<file path="src/rtl/line_sensor_adc.sv">
// Round-robin reader for three line sensors on an ADC128S022-style SPI ADC.
// Re-orders the pipelined conversions and publishes a hysteresis-thresholded left/center/right snapshot.
module line_sensor_adc #(
   parameter int         CLK_DIV   = 25,
   parameter int         THRESHOLD = 1500,
   parameter int         HYST      = 100,
   parameter int         LINE_HIGH = 1,
   parameter logic [2:0] CH_LEFT   = 3'd0,
   parameter logic [2:0] CH_CENTER = 3'd1,
   parameter logic [2:0] CH_RIGHT  = 3'd2
) (
   input  logic       clk,
   input  logic       rst_n,
   output logic       adc_cs_n,
   output logic       adc_sck,
   output logic       adc_din,
   input  logic       adc_dout,
   output logic [2:0] adc_data,
   output logic       sample_valid
);

   localparam int            CW       = $clog2(CLK_DIV);
   localparam logic [CW-1:0] DIV_LAST = CW'(CLK_DIV - 1);

   localparam logic [1:0] IDLE_GAP = 2'd0;
   localparam logic [1:0] CS_SETUP = 2'd1;
   localparam logic [1:0] SHIFT    = 2'd2;
   localparam logic [1:0] CS_HOLD  = 2'd3;

   localparam logic [1:0] SEL_LEFT   = 2'd0;
   localparam logic [1:0] SEL_CENTER = 2'd1;
   localparam logic [1:0] SEL_RIGHT  = 2'd2;

   localparam logic [12:0] LEVEL_HI = 13'(THRESHOLD + HYST);
   localparam logic [12:0] LEVEL_LO = 13'(THRESHOLD - HYST);

   logic [CW-1:0] div_cnt;
   logic          tick;
   logic [1:0]    state;
   logic [3:0]    bit_idx;
   logic [11:0]   shift_reg;
   logic [1:0]    addr_sel;
   logic [1:0]    data_sel;
   logic          primed;
   logic          conv_done;
   logic          publish;
   logic [2:0]    frame_addr;
   logic          frame_bit;
   logic [2:0]    s;
   logic [12:0]   value13;
   logic          above;
   logic          below;
   logic          set_s;
   logic          clr_s;

   assign tick = (div_cnt == DIV_LAST);

   always_ff @(posedge clk or negedge rst_n) begin
      if (!rst_n) begin
         div_cnt <= '0;
      end else if (tick) begin
         div_cnt <= '0;
      end else begin
         div_cnt <= div_cnt + 1'b1;
      end
   end

   always_comb begin
      frame_addr = CH_RIGHT;
      case (addr_sel)
         SEL_LEFT:   frame_addr = CH_LEFT;
         SEL_CENTER: frame_addr = CH_CENTER;
         default:    frame_addr = CH_RIGHT;
      endcase
   end

   // Address occupies frame bits 2..4 (ADD2..ADD0); every other bit shifted out is zero.
   always_comb begin
      frame_bit = 1'b0;
      case (bit_idx)
         4'd2:    frame_bit = frame_addr[2];
         4'd3:    frame_bit = frame_addr[1];
         4'd4:    frame_bit = frame_addr[0];
         default: frame_bit = 1'b0;
      endcase
   end

   // Frame sequencer: data_sel trails addr_sel by one frame because the ADC returns
   // the conversion addressed in the previous frame; primed drops the first frame.
   always_ff @(posedge clk or negedge rst_n) begin
      if (!rst_n) begin
         state     <= CS_SETUP;
         adc_cs_n  <= 1'b1;
         adc_sck   <= 1'b1;
         adc_din   <= 1'b0;
         bit_idx   <= 4'd0;
         shift_reg <= 12'd0;
         addr_sel  <= SEL_LEFT;
         data_sel  <= SEL_LEFT;
         primed    <= 1'b0;
         conv_done <= 1'b0;
      end else begin
         conv_done <= 1'b0;
         if (tick) begin
            case (state)
               CS_SETUP: begin
                  adc_cs_n <= 1'b0;
                  adc_sck  <= 1'b1;
                  adc_din  <= 1'b0;
                  bit_idx  <= 4'd0;
                  state    <= SHIFT;
               end
               SHIFT: begin
                  if (adc_sck) begin
                     adc_sck <= 1'b0;
                     adc_din <= frame_bit;
                  end else begin
                     adc_sck <= 1'b1;
                     if (bit_idx >= 4'd4) begin
                        shift_reg <= {shift_reg[10:0], adc_dout};
                     end
                     if (bit_idx == 4'd15) begin
                        state     <= CS_HOLD;
                        conv_done <= primed;
                     end
                     bit_idx <= bit_idx + 4'd1;
                  end
               end
               CS_HOLD: begin
                  adc_cs_n <= 1'b1;
                  adc_sck  <= 1'b1;
                  adc_din  <= 1'b0;
                  data_sel <= addr_sel;
                  addr_sel <= (addr_sel == SEL_RIGHT) ? SEL_LEFT : addr_sel + 2'd1;
                  primed   <= 1'b1;
                  state    <= CS_SETUP;
               end
               IDLE_GAP: begin
                  adc_cs_n <= 1'b1;
                  adc_sck  <= 1'b1;
                  adc_din  <= 1'b0;
                  state    <= CS_SETUP;
               end
            endcase
         end
      end
   end

   assign value13 = {1'b0, shift_reg};
   assign above   = (value13 > LEVEL_HI);
   assign below   = (value13 < LEVEL_LO);
   assign set_s   = (LINE_HIGH != 0) ? above : below;
   assign clr_s   = (LINE_HIGH != 0) ? below : above;

   function automatic logic next_s(input logic cur, input logic set_i, input logic clr_i);
      if (set_i) begin
         return 1'b1;
      end else if (clr_i) begin
         return 1'b0;
      end
      return cur;
   endfunction

   always_ff @(posedge clk or negedge rst_n) begin
      if (!rst_n) begin
         s       <= 3'b000;
         publish <= 1'b0;
      end else begin
         publish <= 1'b0;
         if (conv_done) begin
            case (data_sel)
               SEL_LEFT:   s[2] <= next_s(s[2], set_s, clr_s);
               SEL_CENTER: s[1] <= next_s(s[1], set_s, clr_s);
               default:    s[0] <= next_s(s[0], set_s, clr_s);
            endcase
            publish <= (data_sel == SEL_RIGHT);
         end
      end
   end

   // The bus only moves on publish, so a round is always seen as a whole.
   always_ff @(posedge clk or negedge rst_n) begin
      if (!rst_n) begin
         adc_data     <= 3'b000;
         sample_valid <= 1'b0;
      end else begin
         sample_valid <= publish;
         if (publish) begin
            adc_data <= s;
         end
      end
   end

   a_valid_pulse : assert property (@(posedge clk) disable iff (!rst_n) sample_valid |=> !sample_valid);
   a_cs_sck_idle : assert property (@(posedge clk) disable iff (!rst_n) adc_cs_n |-> adc_sck);

endmodule
</file>
<file path="config.mk">
export PLATFORM = sky130hd
export DESIGN_NAME = line_sensor_adc
export DESIGN_NICKNAME = d
export VERILOG_FILES = /design/src/rtl/line_sensor_adc.sv
export SDC_FILE = /design/constraint.sdc
export NUM_CORES = 1
export LEC_CHECK = 0
export CAP_MARGIN = 15
export CORE_MARGIN = 1
export CORE_UTILIZATION = 55
export DETAILED_ROUTE_END_ITERATION = 8
export HOLD_SLACK_MARGIN = 0.02
export PLACE_DENSITY = 0.76
export SLEW_MARGIN = 5
export SYNTH_ARGS = -nofsm -noshare
export SYNTH_HDL_FRONTEND = slang
export SYNTH_SLANG_ARGS = --single-unit
</file>
<file path="constraint.sdc">
create_clock -name clk -period 2.5 [get_ports clk]
set_clock_uncertainty 0.1 [all_clocks]
set_input_delay 0.5 -clock clk [delete_from_list [all_inputs] [get_ports clk]]
set_output_delay 0.5 -clock clk [all_outputs]
set_load 0.01 [all_outputs]
</file>
==> impl_metrics.toml, run 1 <==
[run_status]
run_status = "completed"

[finish]
most_common_library_cell_in_the_layout_ignoring_fill_and_taps = "sky130_fd_sc_hd__dfrtp_1"
final_nets = 174
instances_no_fill = 208
antenna_cells = 0
largest_reg_flops = 12
area_growth_syn_to_layout_pct = 10.48
drive_gt1_share_pct = 21.34
layout.cells.most_common_list = "sky130_fd_sc_hd__dfrtp_1 (37), sky130_fd_sc_hd__mux2_2 (19), sky130_fd_sc_hd__o21ai_0 (10), sky130_fd_sc_hd__nor2_1 (9), sky130_fd_sc_hd__nand2_1 (9)"

[detailed_routing]
total_wirelength_of_the_detailed_routed_design_um = 2925
remaining_drc_errors = 0
drtIter0Drc = 49
final_antenna_net_count = 0
route.vias.total = 1138
avgViaCountPerCell = 5.471
drt-pass1-iter-count = 4
route.detailed.wl_per_inst_um = 14.06

[setup_path]
worst-endpoint-arrival_ns = 1.55
worstSetupStartpointType = "flip-flop"
worst-path-max-fanout = 11
setup.worst_path.end_class = "output pin"
worst-path-stages = 1
worst-r2r-cell-count = 5
crit_path_top_delay_cell = "sky130_fd_sc_hd__dfstp_2"
crit_family = "flip-flops"
crit_chain = "clkdlybuf4s50_1"
required_ns = 1.90
cp.buffers_inverters = 1
timing.setup.critical_path_class = "reg -> out"
timing.critical_path.slowest_cell_delay_ns = 0.64

[global_route]
overflow = 0
grt_start_max_net_pins = 41
antenna_found_initial = 0
grt_usage_pct = 19.58
global_route_wire_length_before_repair_um = 5078
grt_pass1_vias = 1148

[logic_synthesis]
synth_area_leaders = "sky130_fd_sc_hd__dfrtp_1 (50%), sky130_fd_sc_hd__mux2_2 (12%), sky130_fd_sc_hd__ha_1 (5.4%)"
synth_largest_type_area_fraction_pct = 50.37
synth_area_leader_cell = "sky130_fd_sc_hd__dfrtp_1"
synth.yosys.seq_area_share_pct = 54.66
postSynthRegisterBits = 40
ys_types = 36
synth_warnings = 0
synthesis.nets = 162
post_synth_instance_area_um2 = 1838
avgSynthCellArea_um2 = 12.17
synthCells = 151

[clock_network]
cts-root-to-sink-buffers = 2
total_clock_sinks = 40
cts_made_buffers = 5
post_cts_buffers = 0
clkTransAtPathRegs_ns = 0.12
cts.root.buffer_cell = "sky130_fd_sc_hd__clkbuf_4"
cts-htree-levels = 2
cts.hold.buffers_added = 0
worstSkewPairLatency_ns = 0.35
cts_repair_resize_count = 0
tritoncts_clock_tree = "yes"

[sta]
slew_viol_final = 0
finalSetupTns_ns = 0
final-hold-violation-count = 0
timing.max_slew.rel_slack_pct = 42.11
tightestPinTransition_ns = 0.8683
finalSetupViolCount = 0
rsz0062_at_grt = "false"
timing.final.crit_period_ns = 2.150
max_freq_mhz = 465.0
period_share_pct = 86.02

[min_path]
class_of_the_tightest_hold_or_removal_check = "in -> async"

[placement]
i_o_buffers = 9
hpwlAfterDp_um = 2015
place_inst = 200
gp_congestion = 0.8460

[floorplan]
initial_utilization_pct = 59.23
die_area_um2 = 3577
floorplan.die.height_um = 59.81
coreArea_um2 = 3103
placement_rows = 20
pin_count = 10
die_x_um = 59.81

[run]
drv.max_cap_violation_count = 0

[pwr]
power-per-cell-area_nw_per_um2 = 534.4
power_leakage_uw = 0.0009863
max-vdd-ir-drop_v = 0.0003300
-- power by group --
group          internal (uW)  total, uW  switching (uW)
logic                   1.93       14.0            12.1
registers                647        647               0
clock network            208        424             216
-- worst paths after layout --
kind	startpoint	endpoint	slack [ns]
hold / removal	rst_n	conv_done	0.15
min in group clk	publish	sample_valid	0.38
max in group asynchronous	rst_n	div_cnt[2]	1.61
setup reg to reg	div_cnt[0]	shift_reg[1]	0.42
hold reg to reg	publish	sample_valid	0.38
setup / recovery	adc_sck	adc_sck	0.35
-- worst reg2reg max path, stage by stage (launching register included) --
cell	delay, ns
sky130_fd_sc_hd__dfrtp_1	0.43
sky130_fd_sc_hd__inv_1	0.07
sky130_fd_sc_hd__ha_1	0.24
sky130_fd_sc_hd__nand4b_4	0.20
sky130_fd_sc_hd__nor3_4	0.54
sky130_fd_sc_hd__mux2_2	0.41
-- metrics by stage --
stage / util [%] / hold WS, ns / instance area, um2 / worst slack, ns / power, uW
after detailed placement: 62.86 / 0.3474 / 1951 / 0.4299 / 674.3
after floorplan: - / 0.1044 / 1838 / 0.7246 / 659.5
after CTS: 65.44 / 0.1712 / 2031 / 0.3347 / 1098
after global routing: 65.44 / 0.1987 / 2031 / 0.2709 / 1125
after global placement: 62.86 / 0.3402 / 1951 / 0.5060 / 673.5
final: 65.44 / 0.1462 / 2031 / 0.3495 / 1085
-- layout make-up --
type                            count  area, um2
Clock buffer                        5      37.54
Inverter                            6      22.52
Tap cell                           44      55.05
Clock inverter                      3      42.54
Multi-Input combinational cell    101      783.3
Timing Repair Buffer                9      85.08
Sequential cell                    40       1005
Fill cell                         259       1072
-- kinds of logic (layout without fill, tap and decap cells) --
| family | count (synthesis) | count (layout) | share of synthesized area [%] |
|---|---|---|---|
| buffers and inverters | 10 | 23 | 2.723 |
| and+or+nand+nor | 44 | 44 | 14.09 |
| adders and majority gates | 8 | 8 | 5.446 |
| AOI/OAI and AO/OA | 25 | 25 | 8.850 |
| DFF | 40 | 40 | 54.66 |
| xor gates and xnor gates | 2 | 2 | 0.9532 |
| muxes | 22 | 22 | 13.27 |
-- metal layers --
metal	global-route usage, %	wire length [um]	share of wire (%)	vias up
met1	24.40	1325	45	551
li1	-	-	-	558
met2	32.06	1435	49	23
met4	6.977	42	1.4	0
met3	6.061	122	4.2	6
met5	0	0	0	-
-- Yosys cell counts --
master                     count
sky130_fd_sc_hd__dfrtp_1      37
sky130_fd_sc_hd__mux2_2       19
sky130_fd_sc_hd__o21ai_0      10
sky130_fd_sc_hd__nand2_1       9
sky130_fd_sc_hd__nor2_1        9
sky130_fd_sc_hd__ha_1          8
sky130_fd_sc_hd__nor3_1        7
sky130_fd_sc_hd__inv_1         6
sky130_fd_sc_hd__a22o_1        5
sky130_fd_sc_hd__a21o_1        3
sky130_fd_sc_hd__dfstp_2       3
sky130_fd_sc_hd__mux2i_1       3
sky130_fd_sc_hd__nand2b_1      3
sky130_fd_sc_hd__nand3_1       3
sky130_fd_sc_hd__a21oi_1       2
sky130_fd_sc_hd__nand3b_1      2
sky130_fd_sc_hd__nand4_1       2
sky130_fd_sc_hd__nand4b_1      2
sky130_fd_sc_hd__a211oi_1      1
sky130_fd_sc_hd__and4b_1       1
sky130_fd_sc_hd__buf_2         1
sky130_fd_sc_hd__buf_4         1
sky130_fd_sc_hd__buf_6         1
sky130_fd_sc_hd__clkbuf_1      1
sky130_fd_sc_hd__nand2_2       1
sky130_fd_sc_hd__nand4b_4      1
sky130_fd_sc_hd__nor2b_1       1
sky130_fd_sc_hd__nor3_4        1
sky130_fd_sc_hd__nor4_1        1
sky130_fd_sc_hd__o211a_1       1
sky130_fd_sc_hd__o21a_1        1
sky130_fd_sc_hd__o21ai_1       1
sky130_fd_sc_hd__o22ai_1       1
sky130_fd_sc_hd__or3b_2        1
sky130_fd_sc_hd__xnor2_1       1
sky130_fd_sc_hd__xor2_1        1
Note: power is estimated with default switching activity, not from simulation.
==> inputs of run 2 (changes only) <==
Settings changed: SLEW_MARGIN 5 to 30.
==> run 2 against run 1 <==
- sequential power hardly changed
- non-clock buffer count is 2 higher
- critical path depth stayed put
- first-iteration DRC count is 8.2% higher
- clock power hardly changed
- worst hold slack better by 0.23 ns
- die area stayed put
- combinational power is 34% higher
- worst setup slack hardly changed
- flip-flop and latch count stayed put
- count of clock-buffer cells in the layout stayed put
- routed wire length is 0.24% higher
==> impl_metrics.toml, run 2 (synthesis gave the netlist of run 1 again) <==
[run_status]
run_status = "completed"

[setup_path]
setup.worst_path.end_class = "output pin"
crit_family = "flip-flops"
setup.worst_path.start = "adc_sck"
worstSetupStartpointType = "flip-flop"
crit_chain = "clkdlybuf4s50_1"
worstReg2RegStart = "div_cnt[0]"
worst-endpoint-arrival_ns = 1.55
required_ns = 1.90
timing.setup.critical_path_class = "reg -> out"
crit_path_top_delay_cell = "sky130_fd_sc_hd__dfstp_2"
critical_path.endpoint = "adc_sck"
timing.rr.end = "shift_reg[1]"
timing.reg2reg.setup_slack_ns = 0.41
cp.buffers_inverters = 1
timing.critical_path.slowest_cell_delay_ns = 0.64
worst-r2r-cell-count = 5
worst-path-max-fanout = 11
worst-path-stages = 1

[finish]
multi_input_area_um2 = 783.3
most_common_library_cell_in_the_layout_ignoring_fill_and_taps = "sky130_fd_sc_hd__dfrtp_1"
final_nets = 176
antenna_cells = 0
final-seq-area_um2 = 1005
drive_gt1_share_pct = 21.69
layout.cells.most_common_list = "sky130_fd_sc_hd__dfrtp_1 (37), sky130_fd_sc_hd__mux2_2 (19), sky130_fd_sc_hd__o21ai_0 (10), sky130_fd_sc_hd__nor2_1 (9), sky130_fd_sc_hd__nand2_1 (9)"
area_growth_syn_to_layout_pct = 12.12
largest_reg_flops = 12
finalCoreUtilization_pct = 66.41
instances_no_fill = 210
fillers = 255

[detailed_routing]
route.top_layer_used = "met4"
wirelength_met1_um = 1308
drtIter0Drc = 53
final_antenna_net_count = 0
met3_length_um = 125
avgViaCountPerCell = 5.467
route.vias.total = 1148
route.detailed.wl_per_inst_um = 13.96
total_wirelength_of_the_detailed_routed_design_um = 2932
wl_met2_um = 1456
drt-pass1-iter-count = 4
remaining_drc_errors = 0

[pwr]
power-per-cell-area_nw_per_um2 = 529.1
pwr-share-clk_pct = 38.9
power_leakage_uw = 0.0009999
pwr-share-seq_pct = 59.3
p_int_uw = 861.6
max-vdd-ir-drop_v = 0.0003299
switching_part_of_the_total_pct = 20.98
power_frac_comb_pct = 1.7
power.switching_uw = 228.8

[clock_network]
total_clock_sinks = 40
clkTransAtPathRegs_ns = 0.12
cts.hold.buffers_added = 0
cts.root.buffer_cell = "sky130_fd_sc_hd__clkbuf_4"
tritoncts_clock_tree = "yes"
cts-htree-levels = 2
cts_repair_resize_count = 0
cts-root-to-sink-buffers = 2
cts_made_buffers = 5
post_cts_buffers = 0
worstSkewPairLatency_ns = 0.35

[sta]
slew_viol_final = 0
final-hold-violation-count = 0
finalWorstSetupSlack_ns = 0.3498
finalSetupTns_ns = 0
finalSetupViolCount = 0
rsz0062_at_grt = "false"
timing.final.crit_period_ns = 2.150
tightestPinTransition_ns = 0.5520
max_freq_mhz = 465.1
timing.max_slew.rel_slack_pct = 63.08
period_share_pct = 86.01

[placement]
i_o_buffers = 9
gp_congestion = 0.8460
place_inst = 200
place_worst_setup_slack_ns = 0.4299
hpwlAfterDp_um = 2015

[run]
drv.max_cap_violation_count = 0

[floorplan]
die_x_um = 59.81
placement_rows = 20
die_area_um2 = 3577
initial_utilization_pct = 59.23
coreArea_um2 = 3103
pin_count = 10
floorplan.die.height_um = 59.81

[global_route]
grt_pass1_vias = 1148
overflow = 0
antenna_found_initial = 0
grt_usage_pct = 19.58
grt_start_max_net_pins = 41
global_route_wire_length_before_repair_um = 5078

[min_path]
class_of_the_tightest_hold_or_removal_check = "reg -> reg"
[run 2: how the worst min path moves through the flow]
stage,from,end,depth (start not counted)
after detailed placement,publish,sample_valid,0
after global placement,publish,sample_valid,0
after CTS,rst_n,shift_reg[5],1
after floorplan,rst_n,adc_data[0],0
after global routing,publish,sample_valid,0
final,publish,sample_valid,0
[run 2: power groups by stage]
| stage | registers, uW | clock network (uW) | logic [uW] |
|---|---|---|---|
| after floorplan | 659 | 0 | 0.0136 |
| after global placement | 659 | 0 | 14.2 |
| after detailed placement | 659 | 0 | 15.0 |
| after CTS | 647 | 436 | 15.0 |
| after global routing | 647 | 461 | 21.8 |
| final | 647 | 425 | 18.8 |
[run 2: layout make-up]
cell class	count	share of cell area [%]
clock buffer	5	1.821
clock inverter	3	2.064
inverter	6	1.093
multi-input combinational	101	38.01
sequential	40	48.76
tap	44	2.672
timing repair buffer	11	5.586
[run 2: per-layer routing]
layer / GRT usage (%) / vias to the layer above
met4: 6.977 / 0
met3: 6.061 / 6
met5: 0 / -
met2: 32.06 / 23
li1: - / 562
met1: 24.40 / 557
[run 2: metrics by stage]
| stage | total power, uW | cell area (um2) | hold WS (ns) |
|---|---|---|---|
| after global routing | 1130 | 2061 | 0.3953 |
| after detailed placement | 674.3 | 1951 | 0.3474 |
| after CTS | 1098 | 2031 | 0.1712 |
| final | 1090 | 2061 | 0.3777 |
| after global placement | 673.5 | 1951 | 0.3402 |
| after floorplan | 659.5 | 1838 | 0.1044 |
==> inputs of run 3 (changes only) <==
Settings changed: CORE_ASPECT_RATIO from default to 0.9.
==> run 3 against run 2 <==
- worst setup slack better by 0.070 ns
- die area about the same
- first-iteration DRC count is 19% higher
- sequential power barely moved
- design area up 0.12%
- worst hold slack got worse by 0.021 ns
==> impl_metrics.toml, run 3 (synthesis gave the netlist of run 1 again) <==
[run_status]
run_status = "completed"

[detailed_routing]
wl_met2_um = 1357
avgViaCountPerCell = 5.490
route.top_layer_used = "met4"
remaining_drc_errors = 0
final_antenna_net_count = 0
route.vias.total = 1142
wirelength_met1_um = 1358
route.detailed.wl_per_inst_um = 13.60
drt-pass1-iter-count = 4
met3_length_um = 96
drtIter0Drc = 63
total_wirelength_of_the_detailed_routed_design_um = 2829

[setup_path]
worst-endpoint-arrival_ns = 2.15
required_ns = 2.57
worstSetupStartpointType = "flip-flop"
setup.worst_path.end_class = "flip-flop"
timing.setup.critical_path_class = "reg -> reg"
crit_path_top_delay_cell = "sky130_fd_sc_hd__nor3_4"
timing.critical_path.slowest_cell_delay_ns = 0.51
worst-path-max-fanout = 12
crit_chain = "inv_1 -> ha_1 -> nand2b_1 -> nor3_4 -> mux2_2"

[global_route]
grt_pass1_vias = 1145
global_route_wire_length_before_repair_um = 5223
antenna_found_initial = 0
grt_usage_pct = 19.40
overflow = 0
grt_start_max_net_pins = 41

[placement]
i_o_buffers = 9
place_inst = 198
gp_congestion = 0.8224
place_worst_setup_slack_ns = 0.4456
hpwlAfterDp_um = 1964

[floorplan]
die_x_um = 62.94
placement_rows = 19
floorplan.die.height_um = 56.84
initial_utilization_pct = 59.02
die_area_um2 = 3577
coreArea_um2 = 3114
pin_count = 10

[sta]
slew_viol_final = 0
period_share_pct = 83.22
finalSetupTns_ns = 0
final-hold-violation-count = 0
timing.final.crit_period_ns = 2.081
timing.max_slew.rel_slack_pct = 62.86
finalWorstSetupSlack_ns = 0.4194
rsz0062_at_grt = "false"
finalSetupViolCount = 0
tightestPinTransition_ns = 0.5553
max_freq_mhz = 480.6

[pwr]
power-per-cell-area_nw_per_um2 = 521.2
power.switching_uw = 227.6
max-vdd-ir-drop_v = 0.0003693
power_frac_comb_pct = 1.7
switching_part_of_the_total_pct = 21.17
pwr-share-seq_pct = 60.1
power_leakage_uw = 0.0009999
pwr-share-clk_pct = 38.1
p_int_uw = 847.7

[clock_network]
worstSkewPairLatency_ns = 0.29
cts.root.buffer_cell = "sky130_fd_sc_hd__clkbuf_8"
total_clock_sinks = 40
post_cts_buffers = 0
cts_made_buffers = 5
tritoncts_clock_tree = "yes"
clkTransAtPathRegs_ns = 0.08
cts-htree-levels = 2
cts-root-to-sink-buffers = 2

[min_path]
class_of_the_tightest_hold_or_removal_check = "reg -> reg"

[finish]
most_common_library_cell_in_the_layout_ignoring_fill_and_taps = "sky130_fd_sc_hd__dfrtp_1"
layout.cells.most_common_list = "sky130_fd_sc_hd__dfrtp_1 (37), sky130_fd_sc_hd__mux2_2 (19), sky130_fd_sc_hd__o21ai_0 (10), sky130_fd_sc_hd__nor2_1 (9), sky130_fd_sc_hd__nand2_1 (9)"
drive_gt1_share_pct = 21.08
largest_reg_flops = 12
instances_no_fill = 208
final_nets = 176
area_growth_syn_to_layout_pct = 12.25
antenna_cells = 0

[run]
drv.max_cap_violation_count = 0
-- run 3: cell count changes in the layout (fill, tap and decap cells not counted), sizes merged --
cell and delta:
bufinv -1, clkbuf +1
-- run 3: worst paths after layout --
check / from / end / slack, ns / cells after the start
max in group asynchronous: rst_n / adc_sck / 1.28 / 3
min reg2reg: publish / sample_valid / 0.36 / 0
min: publish / sample_valid / 0.36 / 0
max reg2reg: state[0] / shift_reg[10] / 0.42 / 5
max: state[0] / shift_reg[10] / 0.42 / 5
min in group asynchronous: rst_n / adc_data[2] / 0.51 / 2
-- run 3: through the flow --
step	power [uW]	hold WS [ns]	cell area (um2)	util (%)
detailed placement	674.0	0.3434	1948	62.56
global route	1120	0.3970	2063	66.25
CTS	1085	0.2308	2033	65.29
floorplan	659.5	0.1044	1838	-
finish	1075	0.3569	2063	66.25
global placement	673.5	0.3439	1948	62.56
-- run 3: critical path, delay by kind of cell, from the launching register on --
kind / cells / cell delay [ns]
buf+inv: 1 / 0.09
simple gates: 2 / 0.68
fa+ha+maj: 1 / 0.31
flops: 1 / 0.38
mux: 1 / 0.40
-- run 3: cell type report --
class | count | area, um2
fillers | 237 | 1051
flip-flops and latches | 40 | 1005
multi-input cells | 101 | 783.3
repair buffers | 11 | 115.1
clock buffers | 6 | 72.57
well taps | 42 | 52.55
inverters | 6 | 22.52
clock inverters | 2 | 12.51
-- run 3: what timing repair did --
item	in CTS	in global routing
hold buffers	0	1
hold endpoints to repair	0	11
gates resized for setup	0	0
-- run 3: per-layer routing --
metal | track usage (%) | up-vias
met5 | 0 | -
met4 | 6.977 | 0
met3 | 7.317 | 2
li1 | - | 563
met2 | 30.57 | 15
met1 | 24.36 | 562
-- run 3: power by group through the flow --
| stage | sequential (uW) | clock, uW | combinational [uW] |
|---|---|---|---|
| after global routing | 647 | 452 | 21.8 |
| after CTS | 647 | 424 | 14.6 |
| final | 647 | 410 | 18.5 |
| after detailed placement | 659 | 0 | 14.7 |
| after floorplan | 659 | 0 | 0.0136 |
| after global placement | 659 | 0 | 14.2 |
